==> src/rtl/wib_pwr_seq.sv <==
// WIB VP12 regulator power sequencer.
// Ramps regulator enables up in channel order and down in reverse order with a
// programmable step delay, and trips all channels off on an unblanked IV alert.
module wib_pwr_seq #(
    parameter int unsigned N_CH  = 6,
    parameter int unsigned DLY_W = 24
) (
    input  logic             clk_axi,
    input  logic             rst,
    input  logic             start,
    input  logic             stop,
    input  logic             clear_fault,
    input  logic [N_CH-1:0]  en_mask,
    input  logic [DLY_W-1:0] step_dly,
    input  logic [DLY_W-1:0] alert_blank,
    input  logic [N_CH-1:0]  alert,
    output logic [N_CH-1:0]  vp12_en,
    output logic             busy,
    output logic             fault,
    output logic [N_CH-1:0]  fault_ch,
    output logic [2:0]       state
);

    typedef enum logic [2:0] {
        StIdle     = 3'd0,
        StRampUp   = 3'd1,
        StOn       = 3'd2,
        StRampDown = 3'd3,
        StFault    = 3'd4
    } st_e;

    localparam int unsigned PW = 3;
    localparam logic [PW-1:0] PtrTop  = PW'(N_CH - 1);
    // Ramp-down pointer wraps past channel 0 to all-ones, marking the sweep done.
    localparam logic [PW-1:0] PtrDone = '1;

    st_e              st_q;
    logic [PW-1:0]    ptr_q;
    logic [DLY_W-1:0] cnt_q;
    logic [DLY_W-1:0] bcnt_q [N_CH];
    logic [N_CH-1:0]  en_q;
    logic [N_CH-1:0]  fault_ch_q;
    logic             busy_q;
    logic             fault_q;

    logic [N_CH-1:0]  armed;
    logic [N_CH-1:0]  trip_vec;
    logic             trip;
    logic [N_CH-1:0]  mask_rem;
    logic             ld_en;

    // Arming, trip detection and the ramp-up enable strobe.
    always_comb begin
        armed = '0;
        for (int i = 0; i < N_CH; i++) begin
            armed[i] = en_q[i] && (bcnt_q[i] == '0);
        end
        trip_vec = alert & armed;
        trip     = (|trip_vec) && (st_q != StFault);
        // Enabled channels still ahead of the pointer; trailing skips cost nothing.
        mask_rem = en_mask >> ptr_q;
        ld_en    = (st_q == StRampUp) && !stop && !trip && (cnt_q == '0) &&
                   (mask_rem != '0) && en_mask[ptr_q];
    end

    // Per-channel alert blanking: load on enable, count down, saturate at zero.
    always_ff @(posedge clk_axi or posedge rst) begin
        if (rst) begin
            for (int i = 0; i < N_CH; i++) begin
                bcnt_q[i] <= '0;
            end
        end else begin
            for (int i = 0; i < N_CH; i++) begin
                if (ld_en && (ptr_q == PW'(i))) begin
                    bcnt_q[i] <= alert_blank;
                end else if (bcnt_q[i] != '0) begin
                    bcnt_q[i] <= bcnt_q[i] - 1'b1;
                end
            end
        end
    end

    // Sequencer FSM with registered enables, busy and sticky fault status.
    always_ff @(posedge clk_axi or posedge rst) begin
        if (rst) begin
            st_q       <= StIdle;
            ptr_q      <= '0;
            cnt_q      <= '0;
            en_q       <= '0;
            busy_q     <= 1'b0;
            fault_q    <= 1'b0;
            fault_ch_q <= '0;
        end else if (trip) begin
            st_q       <= StFault;
            en_q       <= '0;
            busy_q     <= 1'b0;
            fault_q    <= 1'b1;
            fault_ch_q <= fault_ch_q | trip_vec;
        end else begin
            unique case (st_q)
                StIdle: begin
                    if (start && !stop) begin
                        st_q   <= StRampUp;
                        ptr_q  <= '0;
                        cnt_q  <= '0;
                        busy_q <= 1'b1;
                    end
                end
                StRampUp: begin
                    if (stop) begin
                        st_q  <= StRampDown;
                        ptr_q <= PtrTop;
                        cnt_q <= '0;
                    end else if (cnt_q != '0) begin
                        cnt_q <= cnt_q - 1'b1;
                    end else if (mask_rem == '0) begin
                        st_q   <= StOn;
                        busy_q <= 1'b0;
                    end else begin
                        if (ld_en) begin
                            en_q[ptr_q] <= 1'b1;
                            cnt_q       <= step_dly;
                        end
                        ptr_q <= ptr_q + 1'b1;
                    end
                end
                StOn: begin
                    if (stop) begin
                        st_q   <= StRampDown;
                        ptr_q  <= PtrTop;
                        cnt_q  <= '0;
                        busy_q <= 1'b1;
                    end
                end
                StRampDown: begin
                    if (cnt_q != '0) begin
                        cnt_q <= cnt_q - 1'b1;
                    end else if (ptr_q == PtrDone) begin
                        st_q   <= StIdle;
                        ptr_q  <= '0;
                        busy_q <= 1'b0;
                    end else begin
                        if (en_q[ptr_q]) begin
                            en_q[ptr_q] <= 1'b0;
                            cnt_q       <= step_dly;
                        end
                        ptr_q <= ptr_q - 1'b1;
                    end
                end
                StFault: begin
                    if (clear_fault) begin
                        st_q       <= StIdle;
                        fault_q    <= 1'b0;
                        fault_ch_q <= '0;
                    end
                end
                default: st_q <= StIdle;
            endcase
        end
    end

    assign vp12_en  = en_q;
    assign busy     = busy_q;
    assign fault    = fault_q;
    assign fault_ch = fault_ch_q;
    assign state    = st_q;

endmodule
==> config.mk <==
export PLATFORM = sky130hd
export DESIGN_NAME = wib_pwr_seq
export DESIGN_NICKNAME = d
export VERILOG_FILES = /design/src/rtl/wib_pwr_seq.sv
export SDC_FILE = /design/constraint.sdc
export NUM_CORES = 1
export LEC_CHECK = 0
export CORE_UTILIZATION = 35
export DETAILED_ROUTE_END_ITERATION = 6
export SKIP_CTS_REPAIR_TIMING = 1
export SYNTH_ARGS = -nofsm -noshare
export SYNTH_HDL_FRONTEND = slang
export SYNTH_SLANG_ARGS = --single-unit
==> constraint.sdc <==
create_clock -name clk_axi -period 6.75 [get_ports clk_axi]
set_clock_uncertainty 0.05 [all_clocks]
set_input_delay 1.35 -clock clk_axi [delete_from_list [all_inputs] [get_ports clk_axi]]
set_output_delay 1.35 -clock clk_axi [all_outputs]
set_load 0.05 [all_outputs]
==> metrics.txt <==
Diodes inserted=0; Cell Chain, Critical Path=clkdlybuf4s50_1 -> mux2i_1 -> a211oi_1 -> o21a_1 -> and2_1 -> and3_1 -> nor2b_1 -> buf_4 -> mux2_2; FF-to-FF Start=cnt_q[16]; CP required=7.03 ns; TritonCTS Buffers=17; Wirelength per Cell=18.7 um; synthesized area=0.0119 mm^2; die area=0.0346 mm^2; TritonCTS clock tree=built; WS Path Type=primary input to flop; hold-critical path depth=2; worst-margin pin slew=roughly 1.2 ns; Synth Area in Simple Gates=~28%; Crit. End Element=flop; 1st-pass router iterations=5; Hold WC Path Type=flop to flop; Synth warnings=0; Initial Util=35.5%; vias in the first global route=9,876; CP Launch Point=en_mask[5]; clk_lat worst skew=0.45 ns; switching pwr=1520 uW; ys flop type=dfrtp_1; flops & latches, synth=188; slew margin rel.=between 15 and 20%; largest net degree at the start of global routing=76; initial DRC count=844; gpl congestion=0.848; final worst path period share=about two thirds; final hold violations=0; Total Neg Setup Slack=0 ns; largest family of logic cells by synthesized area=simple AND/OR/NAND/NOR gates; Worst setup SP type=primary input; vias per cell=5.54; Die Span X=186 um; Clock Sinks=about 190; Cell variety after synth=59; syn avg cell area=8.47 um^2; antenna violations before repair=1; RSZ-0062 raised after global routing=no; Static Leak=roughly 0.0054 uW; post-synthesis compound-gate area fraction=approximately an eighth; worst vdd ir=0.150 mV; register area share after synthesis=around 40%; nets@finish=roughly 1,500; Crit-path slowest cell=and3_1; area delta synth->final=15.3%; number of enable flip-flop cells after synthesis=0; htree depth=4; Final setup viols=0; reg-to-reg setup timing slack=around 2.5 ns; # port buffers=81; Max-Cap Viols=0; Die Y=between 150 and 200 um; number of cells after detailed placement=1,866; total grt overflow=0; global-route usage over all layers=21.0%; Final ANT Viol Nets=0; Crit path largest cell delay=0.66 ns; max-slew violations=0; root buffer cell=clkbuf_16; commonest non-fill, non-tap cell in the layout=dfrtp_1; cell internal pwr=2530 uW; Peak Freq=approximately 0.22 GHz; Mapped Nets=1,486; reg2reg end=bcnt_q[102]; clock share of power=roughly 28%; adder-cell area share of the yosys netlist=2.22%; leading cell types in the layout, fill and taps excluded=dfrtp_1 (188), nand2_1 (173), o21ai_0 (153), nand3_1 (123), nor2_1 (108); asr flop ratio synth=100%; Longest Clk Path Bufs=2; min-delay src=fault; Gate Count Post-Synth=approximately 1,400; HPWL Detailed=23,700 um; first-pass GRT wire length=between 50,000 and 60,000 um; combinational power share=31.2%; # DRC=0; worst reg2reg path depth=8; sequential share of power=40.3%; routed via count=~11,000; Worst EP arrival=4.87 ns; # rows=67; Worst Hold Path EP=fault; Core Box Area=0.0334 mm^2; Non-Filler Instances=roughly 1,900; Worst-path clk slew=around 0.080 ns; pwr/cell area=297 mW/mm^2; mux contribution to synthesized area=approximately 5.2%; CP max FO=18; Overall Power=4060 uW; fin crit period=4.59 ns; XOR/XNOR share of the synthesized area=8.42%; outcome=completed; WL final=35,400 um; I/O pins=82; share of cells above drive strength 1=7.17%; sw frac=between 30% and 40%
how the worst max path moves through the flow:
stage          cells after the start          end
5_1_grt                            9  bcnt_q[100]
3_5_place_dp                       9  bcnt_q[100]
2_1_floorplan                      1    bcnt_q[0]
4_1_cts                            9  bcnt_q[100]
3_3_place_gp                       9  bcnt_q[102]
6_report                           9  bcnt_q[102]
kinds of logic (layout without fill, tap and decap cells):
kind of cell               count (synthesis)  count (layout)
and+or+nand+nor                          656             656
AOI/OAI and AO/OA                        267             267
DFF                                      188             188
xor gates and xnor gates                 114             114
buffers and inverters                    102             152
muxes                                     52              52
adders and majority gates                 21              21
per-stage QoR:
stage / utilization, % / hold WS, ns / setup slack (ns) / instance area, um^2
2_1_floorplan: - / 0.411 / 0.236 / 11900
3_3_place_gp: 38.9 / 0.423 / 1.80 / 13000
3_5_place_dp: 38.9 / 0.437 / 1.72 / 13000
4_1_cts: 40.9 / 0.454 / 2.19 / 13700
5_1_grt: 40.9 / 0.488 / 1.97 / 13700
6_report: 40.9 / 0.452 / 2.16 / 13700
flip-flops by register name, indices dropped and copies added, names as in the netlist:
signal and flops:
cnt_q 24, vp12_en 6, fault_ch 6, state 3
ptr_q 3, fault 1, bcnt_q 144, busy 1
cells in the mapped netlist (all sizes together), types with 22 or more instances:
cell type / instances / share of area [%]
nor3: 69 / 2.9
inv: 24 / 0.76
clkbuf: 54 / 1.7
xnor2: 50 / 3.7
nor4: 45 / 2.5
a21oi: 49 / 2.2
nor2: 108 / 3.4
o21ai: 153 / 6.5
xor2: 64 / 4.7
nand2: 173 / 5.5
nand3: 123 / 5.2
dfrtp: 188 / 40
mux2: 42 / 4.4
buf: 24 / 1.2
or4: 22 / 1.5
layer usage:
layer / share of wire [%] / global-route usage [%]
met5: 0.037 / 0
met4: 2.7 / 7.80
met3: 5.1 / 2.52
met2: 46 / 33.3
met1: 47 / 29.1
power by group through the flow:
stage | registers, uW | logic (uW) | clock network [uW]
after floorplan | 1610 | 912 | 0
after global placement | 1640 | 1240 | 0
after detailed placement | 1650 | 1260 | 0
after CTS | 1630 | 1260 | 1170
after global routing | 1670 | 1410 | 1210
final | 1640 | 1260 | 1160
cell type report:
type	instances	area [um^2]
tap	448	561
multi-input combinational	1110	6730
sequential	188	4700
clock buffer	17	425
timing repair buffer	96	923
inverter	24	97.6
clock inverter	15	234
fill	3304	19800
critical path: cells and delay by family:
kind	cells	cell delay, ns
simple gates	3	1.55
buf+inv	2	0.85
compound gates	2	0.65
mux	2	0.45
Note: power is estimated with default switching activity, not from simulation.
